**config.mk**
```make
export PLATFORM = sky130hd
export DESIGN_NAME = usr_ctrl
export DESIGN_NICKNAME = d
export VERILOG_FILES = /design/src/rtl/usr_ctrl.sv
export SDC_FILE = /design/constraint.sdc
export NUM_CORES = 1
export LEC_CHECK = 0
export CORE_MARGIN = 5
export CORE_UTILIZATION = 44
export CTS_CLUSTER_SIZE = 10
export DETAILED_ROUTE_END_ITERATION = 7
export PLACE_DENSITY = 0.77
export REMOVE_ABC_BUFFERS = 1
export SYNTH_ARGS = -nofsm -noshare
export SYNTH_HDL_FRONTEND = slang
export SYNTH_SLANG_ARGS = --single-unit
```
**constraint.sdc**
```tcl
create_clock -name clk -period 2.1 [get_ports clk]
set_input_delay 0.315 -clock clk [delete_from_list [all_inputs] [get_ports clk]]
set_output_delay 0.315 -clock clk [all_outputs]
set_load 0.005 [all_outputs]
```
**src/rtl/usr_ctrl.sv**
```systemverilog
// Command sequencer for a 4-bit universal shift register: decodes load/shift/rotate
// commands into mode lines, serial inputs and parallel data, one step per cycle.
module usr_ctrl (
  input  logic       clk,
  input  logic       rst,
  input  logic       start,
  input  logic [2:0] op,
  input  logic [2:0] count,
  input  logic [3:0] data_in,
  input  logic       fill,
  input  logic [3:0] q_in,
  output logic       S1,
  output logic       S0,
  output logic       sin_left,
  output logic       sin_right,
  output logic [3:0] D,
  output logic       busy,
  output logic       done
);

  localparam int unsigned OP_W   = 3;
  localparam int unsigned CNT_W  = 3;
  localparam int unsigned DATA_W = 4;

  localparam logic [OP_W-1:0] OP_NOP  = 3'b000;
  localparam logic [OP_W-1:0] OP_LOAD = 3'b001;
  localparam logic [OP_W-1:0] OP_SHR  = 3'b010;
  localparam logic [OP_W-1:0] OP_SHL  = 3'b011;
  localparam logic [OP_W-1:0] OP_ROR  = 3'b100;
  localparam logic [OP_W-1:0] OP_ROL  = 3'b101;
  localparam logic [OP_W-1:0] OP_ASR  = 3'b110;

  localparam logic [1:0] MODE_HOLD  = 2'b00;
  localparam logic [1:0] MODE_RIGHT = 2'b01;
  localparam logic [1:0] MODE_LEFT  = 2'b10;
  localparam logic [1:0] MODE_LOAD  = 2'b11;

  typedef enum logic [1:0] {
    ST_IDLE  = 2'd0,
    ST_LOAD  = 2'd1,
    ST_SHIFT = 2'd2,
    ST_DONE  = 2'd3
  } state_t;

  state_t              state, state_nxt;
  logic [OP_W-1:0]     op_q;
  logic [CNT_W-1:0]    cnt_q, cnt_nxt;
  logic [DATA_W-1:0]   data_q;
  logic                fill_q;
  logic                accept;
  logic [1:0]          mode;

  // Only Q[3] and Q[0] feed back into the serial lines.
  logic unused_q;
  assign unused_q = ^q_in[2:1];

  assign accept = (state == ST_IDLE) && start;

  // State register and command latch; command fields only load on acceptance.
  always_ff @(posedge clk) begin
    if (rst) begin
      state  <= ST_IDLE;
      op_q   <= OP_NOP;
      cnt_q  <= '0;
      data_q <= '0;
      fill_q <= 1'b0;
    end else begin
      state <= state_nxt;
      cnt_q <= cnt_nxt;
      if (accept) begin
        op_q   <= op;
        data_q <= data_in;
        fill_q <= fill;
      end
    end
  end

  // Next-state and output decode from state and latched command.
  always_comb begin
    state_nxt = state;
    cnt_nxt   = cnt_q;
    mode      = MODE_HOLD;
    D         = '0;
    sin_left  = 1'b0;
    sin_right = 1'b0;
    busy      = 1'b1;
    done      = 1'b0;

    case (state)
      ST_IDLE: begin
        busy = 1'b0;
        if (start) begin
          cnt_nxt = count;
          case (op)
            OP_LOAD: state_nxt = ST_LOAD;
            OP_SHR, OP_SHL, OP_ROR, OP_ROL, OP_ASR:
              state_nxt = (count != '0) ? ST_SHIFT : ST_DONE;
            default: state_nxt = ST_DONE;
          endcase
        end
      end

      ST_LOAD: begin
        mode      = MODE_LOAD;
        D         = data_q;
        state_nxt = ST_DONE;
      end

      ST_SHIFT: begin
        // Down-counter saturates at zero; the last step leaves for DONE.
        if (cnt_q != '0) cnt_nxt = cnt_q - CNT_W'(1);
        if (cnt_q <= CNT_W'(1)) state_nxt = ST_DONE;
        case (op_q)
          OP_SHR: begin mode = MODE_RIGHT; sin_right = fill_q;  end
          OP_ROR: begin mode = MODE_RIGHT; sin_right = q_in[0]; end
          OP_ASR: begin mode = MODE_RIGHT; sin_right = q_in[3]; end
          OP_SHL: begin mode = MODE_LEFT;  sin_left  = fill_q;  end
          OP_ROL: begin mode = MODE_LEFT;  sin_left  = q_in[3]; end
          default: state_nxt = ST_DONE;
        endcase
      end

      ST_DONE: begin
        done      = 1'b1;
        state_nxt = ST_IDLE;
      end

      default: state_nxt = ST_IDLE;
    endcase
  end

  assign S1 = mode[1];
  assign S0 = mode[0];

endmodule

```
==> impl_metrics.env, run 1 <==
export IMPL_grt_max_degree=14
export IMPL_cp_required_ps=1780
export IMPL_synth_cells=108
export IMPL_drive_gt1_frac=0.08889
export IMPL_yosysSeqAreaShare=0.3091
export IMPL_async_reset_ff_frac=0
export IMPL_setup_viol=0
export IMPL_powerDensity_mw_per_mm2=1133
export IMPL_final_min_clock_period_ps=2023
export IMPL_first_global_vias=835
export IMPL_pin_count=28
export IMPL_path_clk_slew_ps=80
export IMPL_diodes=0
export IMPL_final_core_util=0.6546
export IMPL_cts_made_buffers=3
export IMPL_die_w_um=53.75
export IMPL_ys_flop_type="dfxtp_1"
export IMPL_fin_skew_ps=3.809
export IMPL_yosysTopAreaCellShare=0.3091
export IMPL_synth_edf_count=0
export IMPL_synth_cell_types=31
export IMPL_crit_fanout=4
export IMPL_status="completed"
export IMPL_crit_type="reg2out"
export IMPL_viasPerCell=5.394
export IMPL_fmax_mhz=494.2
export IMPL_synth_seq_cells=13
export IMPL_power_w=0.001308
export IMPL_finalHoldViolCount=0
export IMPL_numClockSinks=13
export IMPL_die_h_um=53.75
export IMPL_seqPwrFrac=0.297
export IMPL_p_int_w=0.0007657
export IMPL_num_nets_final=162
export IMPL_via_count=863
export IMPL_rows=15
export IMPL_synthToLayoutAreaGrowth_pct=37.15
export IMPL_cts_tree="yes"
export IMPL_slowest_delay_ps=510
export IMPL_ir_drop_mv=0.6851
export IMPL_seq_area_sq_um=261.5
export IMPL_core_sq_mm=0.001764
export IMPL_dp_hpwl_mm=1.640
export IMPL_switching_share=0.4146
export IMPL_p_switching_w=0.0005423
export IMPL_start_util=0.4773
export IMPL_cts_max_level=1
export IMPL_slew_limit_headroom=0.6634
export IMPL_drc=0
export IMPL_multiInputGateArea_sq_um=524.3
export IMPL_synth_commonest_cells="a21oi_1, dfxtp_1, nand2_1"
export IMPL_overflow=0
export IMPL_slew_violations=0
export IMPL_avgSynthCellArea_sq_um=7.797
export IMPL_cp_arrival_ps=1710
export IMPL_wl_per_cell_um=13.41
export IMPL_clockBufferDepth=2
export IMPL_min_path_type="reg2reg"
export IMPL_ant_nets=0
export IMPL_comb_power_share=0.582
export IMPL_period_share=0.9636
export IMPL_insertion_delay_ps=280
export IMPL_rsz0062_at_grt="false"
export IMPL_worstSetupEndpointType="primary output"
export IMPL_grt_pass1_wl_mm=3.401
export IMPL_first_pass_iters=4
export IMPL_synth_warnings=0
export IMPL_fill_cells=171
export IMPL_synth_top_area_cell="dfxtp_1"
export IMPL_numPortBuffers=25
export IMPL_grt_usage=0.1603
export IMPL_totalWireLength_mm=2.146
export IMPL_p_leak_nw=0.4743
export IMPL_start_kind="flop"
export IMPL_cp_slowest_cell="clkdlybuf4s50_1"
export IMPL_syn_area_sq_um=842.1
export IMPL_clockPowerShare=0.121
export IMPL_worstMarginPinSlew_ps=503.4
export IMPL_synth_most_common_cell="a21oi_1"
export IMPL_yosys_top_cells_area="dfxtp_1, ha_1, a21oi_1"
export IMPL_drt_iter0_markers=20
export IMPL_antenna_found_initial=0
export IMPL_maxCapViolCount=0
export IMPL_cts_root_buf="clkbuf_4"
export IMPL_crit_chain="inv_1, ha_1, o21a_1, clkdlybuf4s50_1"
export IMPL_globalplace_congestion=0.8284
export IMPL_die_area_sq_mm=0.002889
export IMPL_ctsHoldBuffers=0
==> metal layers <==
layer  wire [um]  share of wire  GRT usage  vias up
met5           0              0          0        -
met2        1134           0.53     0.3004       21
met3         116          0.054    0.02770        2
met4          12         0.0056    0.06383        0
li1            -              -          -      429
met1         883           0.41     0.1747      411
==> state kept, by name (all words and copies together), names as in the netlist <==
name,flops
state,2
fill_q,1
cnt_q,3
data_q,4
op_q,3
==> worst paths after layout <==
check | start | endpoint | slack [ps] | depth (start not counted)
worst max-delay path | state[1]$_SDFFE_PP0P_ | S0 | 80 | 4
worst min register to register | data_q[2]$_SDFFE_PP0P_ | data_q[2]$_SDFFE_PP0P_ | 450 | 2
worst max register to register | cnt_q[1]$_SDFFE_PP0P_ | state[0]$_SDFFE_PP0P_ | 500 | 6
worst min-delay path | data_q[2]$_SDFFE_PP0P_ | data_q[2]$_SDFFE_PP0P_ | 450 | 2
==> worst max-delay path, delay by kind of cell, from the launching register on <==
kind	cells	cell delay (ps)
buffers and inverters	2	590
AO/OA/AOI/OAI	1	150
adder cells (fa/ha/maj)	1	320
flip-flops	1	370
==> power by group through the flow <==
stage	combinational (W)	clock, W	sequential, W
after floorplan	0.000469	0	0.000376
after global placement	0.000713	0	0.000384
after detailed placement	0.000749	0	0.000387
after CTS	0.000759	0.000164	0.000382
after global routing	0.000860	0.000182	0.000400
final	0.000761	0.000158	0.000389
==> final cells by class <==
cell class,instances,area share
clock buffers,4,0.02275
repair buffers,29,0.2470
flip-flops and latches,13,0.2264
well taps,25,0.02709
multi-input cells,82,0.4540
inverters,7,0.02275
==> through the flow <==
step,TNS [ps],hold WS [ps],worst slack (ps),cell area [sq um],cells
after floorplan,0,384.1,497.4,804.5,102
after CTS,0,458.4,8.493,1145,160
after global placement,-45.42,437.0,-45.42,1116,156
final,0,453.4,76.51,1155,160
after detailed placement,-47.04,446.8,-47.04,1116,156
after global routing,0,486.5,6.806,1155,160
==> timing repair <==
action,4_1_cts,5_1_grt
hold endpoints to repair,0,0
buffers inserted,0,0
gates resized for setup,2,6
cloned,0,0
pin swaps,0,0
endpoints found under the setup margin,2,4
==> kinds of logic (layout without fill, tap and decap cells) <==
logic type | count (synthesis) | after routing | synth area share
AO/OA/AOI/OAI | 31 | 31 | 0.2199
XOR/XNOR | 1 | 1 | 0.01040
adder cells (fa/ha/maj) | 8 | 8 | 0.1189
buffers and inverters | 13 | 40 | 0.07577
flip-flops | 13 | 13 | 0.3091
multiplexers | 2 | 2 | 0.02378
AND/OR/NAND/NOR | 40 | 40 | 0.2422
==> cells in the final DEF (no fill, tap or decap), drive strengths merged, types with 4 or more instances in the layout <==
| master | Yosys | final |
|---|---|---|
| inv | 6 | 6 |
| nand2 | 12 | 12 |
| a21oi | 14 | 14 |
| clkdlybuf4s50 | 0 | 23 |
| clkbuf | 1 | 4 |
| dfxtp | 13 | 13 |
| nand3 | 8 | 8 |
| buf | 5 | 4 |
| o21ai | 7 | 7 |
| nor2b | 4 | 4 |
| and2 | 4 | 4 |
| ha | 8 | 8 |
| nor2 | 4 | 4 |
(Power assumes the default switching activity.)
==> inputs of run 2 (changes only) <==
--- a/config.mk
+++ b/config.mk
@@ -7,7 +7,7 @@
 export LEC_CHECK = 0
 export CORE_MARGIN = 5
 export CORE_UTILIZATION = 44
-export CTS_CLUSTER_SIZE = 10
+export CTS_CLUSTER_SIZE = 25
 export DETAILED_ROUTE_END_ITERATION = 7
 export PLACE_DENSITY = 0.77
 export REMOVE_ABC_BUFFERS = 1
==> results of run 2 <==
The final DEF is identical to that of run 1; final timing and power are the same.
==> inputs of run 3 (changes only) <==
--- a/config.mk
+++ b/config.mk
@@ -7,7 +7,7 @@
 export LEC_CHECK = 0
 export CORE_MARGIN = 5
 export CORE_UTILIZATION = 44
-export CTS_CLUSTER_SIZE = 25
+export CTS_CLUSTER_SIZE = 14
 export DETAILED_ROUTE_END_ITERATION = 7
 export PLACE_DENSITY = 0.77
 export REMOVE_ABC_BUFFERS = 1
==> constraint.sdc (replaced) <==
create_clock -name clk -period 2.1 [get_ports clk]
set_input_delay 0.315 -clock clk [delete_from_list [all_inputs] [get_ports clk]]
set_output_delay 0.315 -clock clk [all_outputs]
set_load 0.01 [all_outputs]
==> impl_metrics.env, run 3 (synthesized netlist as in run 1, its figures left out) <==
export IMPL_cts_made_buffers=3
export IMPL_wl_met2_mm=1.004
export IMPL_ir_drop_mv=0.6214
export IMPL_core_sq_mm=0.001764
export IMPL_status="completed"
export IMPL_final_core_util=0.6553
export IMPL_seqPwrFrac=0.295
export IMPL_largest_reg_flops=4
export IMPL_grt_max_degree=14
export IMPL_die_h_um=53.75
export IMPL_finalInstanceArea_sq_mm=0.001156
export IMPL_period_share=0.9260
export IMPL_clockBufferDepth=2
export IMPL_cts_setup_buffers=0
export IMPL_finalSetupTns_ps=0
export IMPL_start_kind="flop"
export IMPL_worstMarginPinSlew_ps=476.5
export IMPL_crit_fanout=6
export IMPL_drive_gt1_frac=0.08148
export IMPL_totalWireLength_mm=2.020
export IMPL_clockPowerShare=0.122
export IMPL_switching_share=0.4216
export IMPL_top_register="data_q"
export IMPL_worstSetupEndpointType="primary output"
export IMPL_fin_skew_ps=0.8613
export IMPL_die_w_um=53.75
export IMPL_viasPerCell=5.356
export IMPL_fmax_mhz=514.3
export IMPL_rsz0062_at_grt="false"
export IMPL_grt_usage=0.1582
export IMPL_first_pass_iters=4
export IMPL_setup_viol=0
export IMPL_dp_hpwl_mm=1.639
export IMPL_globalplace_congestion=0.8264
export IMPL_rows=15
export IMPL_slew_violations=0
export IMPL_p_leak_nw=0.4967
export IMPL_num_nets_final=162
export IMPL_p_int_w=0.0007492
export IMPL_largestRegisters="data_q (4), cnt_q (3), op_q (3)"
export IMPL_path_clk_slew_ps=90
export IMPL_min_path_type="reg2reg"
export IMPL_slowest_delay_ps=530
export IMPL_diodes=0
export IMPL_final_common_cell="clkdlybuf4s50_1"
export IMPL_finalHoldViolCount=0
export IMPL_cts_tree="yes"
export IMPL_cts_root_buf="clkbuf_4"
export IMPL_cp_slowest_cell="clkdlybuf4s50_1"
export IMPL_overflow=0
export IMPL_routed_top_layer="met4"
export IMPL_synthToLayoutAreaGrowth_pct=37.30
export IMPL_start_util=0.4773
export IMPL_powerDensity_mw_per_mm2=1120
export IMPL_numPortBuffers=25
export IMPL_final_min_clock_period_ps=1945
export IMPL_crit_type="reg2out"
export IMPL_drt_iter0_markers=2
export IMPL_dpl_cell_area_sq_mm=0.001116
export IMPL_antenna_found_initial=0
export IMPL_wl_met1_um=848
export IMPL_cp_arrival_ps=1630
export IMPL_wl_per_cell_um=12.63
export IMPL_crit_chain="inv_1, ha_2, and2_1, clkdlybuf4s50_1"
export IMPL_ant_nets=0
export IMPL_cts_max_level=1
export IMPL_via_count=857
export IMPL_first_global_vias=793
export IMPL_grt_pass1_wl_mm=3.353
export IMPL_slew_limit_headroom=0.6814
export IMPL_die_area_sq_mm=0.002889
export IMPL_numClockSinks=13
export IMPL_cp_required_ps=1780
export IMPL_comb_power_share=0.583
export IMPL_final_cell_mix="clkdlybuf4s50_1, a21oi_1, dfxtp_1"
export IMPL_maxCapViolCount=0
export IMPL_met3_length_um=122
export IMPL_pin_count=28
export IMPL_drc=0
export IMPL_insertion_delay_ps=270
export IMPL_p_switching_w=0.0005461
## run 3: changes by cell type in the layout (fill, tap and decap cells not counted), sizes merged
cell and change:
clkdlybuf4s50 -2, dlygate4sd2 +1, dlymetal6s2s +1
## run 3: routing by layer
| metal | global-route usage | vias up |
|---|---|---|
| met4 | 0.05106 | 0 |
| met3 | 0.04155 | 4 |
| met2 | 0.2823 | 19 |
| met5 | 0 | - |
| met1 | 0.1806 | 400 |
| li1 | - | 434 |
## run 3: layout make-up
type                       count  area [sq um]
inverter                       7         26.28
tap                           25         31.28
multi-input combinational     82         529.3
clock buffer                   4         26.28
sequential                    13         260.3
fill                         166         608.1
timing repair buffer          29         282.8
## run 3: metrics by stage
| stage | power [W] | hold WS, ps | instances | setup WS [ps] |
|---|---|---|---|---|
| final | 0.001295 | 454.0 | 160 | 155.4 |
| after global routing | 0.001432 | 495.1 | 160 | 15.55 |
| after CTS | 0.001297 | 453.9 | 160 | 19.54 |
| after detailed placement | 0.001145 | 442.0 | 156 | -88.25 |
| after global placement | 0.001110 | 436.9 | 156 | -84.23 |
| after floorplan | 0.0008607 | 384.1 | 102 | 272.5 |
## run 3: worst max-delay path, delay by kind of cell (launching register included)
family / cells / cell delay (ps)
simple gates: 1 / 130
fa+ha+maj: 1 / 240
flops: 1 / 350
buf+inv: 2 / 640
## run 3: path summary, 6_finish.rpt
| path | start | to | cells after the start | slack [ps] |
|---|---|---|---|---|
| max | state[1]$_SDFFE_PP0P_ | D[2] | 4 | 160 |
| min | data_q[0]$_SDFFE_PP0P_ | data_q[0]$_SDFFE_PP0P_ | 2 | 450 |
| max reg2reg | state[1]$_SDFFE_PP0P_ | cnt_q[1]$_SDFFE_PP0P_ | 7 | 410 |
| min reg2reg | data_q[0]$_SDFFE_PP0P_ | data_q[0]$_SDFFE_PP0P_ | 2 | 450 |
## run 3: power groups by stage
stage / clock network, W / logic (W) / registers [W]
5_1_grt: 0.000176 / 0.000861 / 0.000395
2_1_floorplan: 0 / 0.000484 / 0.000376
4_1_cts: 0.000160 / 0.000758 / 0.000379
3_3_place_gp: 0 / 0.000726 / 0.000384
6_report: 0.000158 / 0.000755 / 0.000382
3_5_place_dp: 0 / 0.000760 / 0.000385
## run 3: what timing repair did
item,in CTS,in global routing
gates resized for setup,2,6
hold buffers,0,0
hold endpoints to repair,0,0
endpoints found under the setup margin,2,4
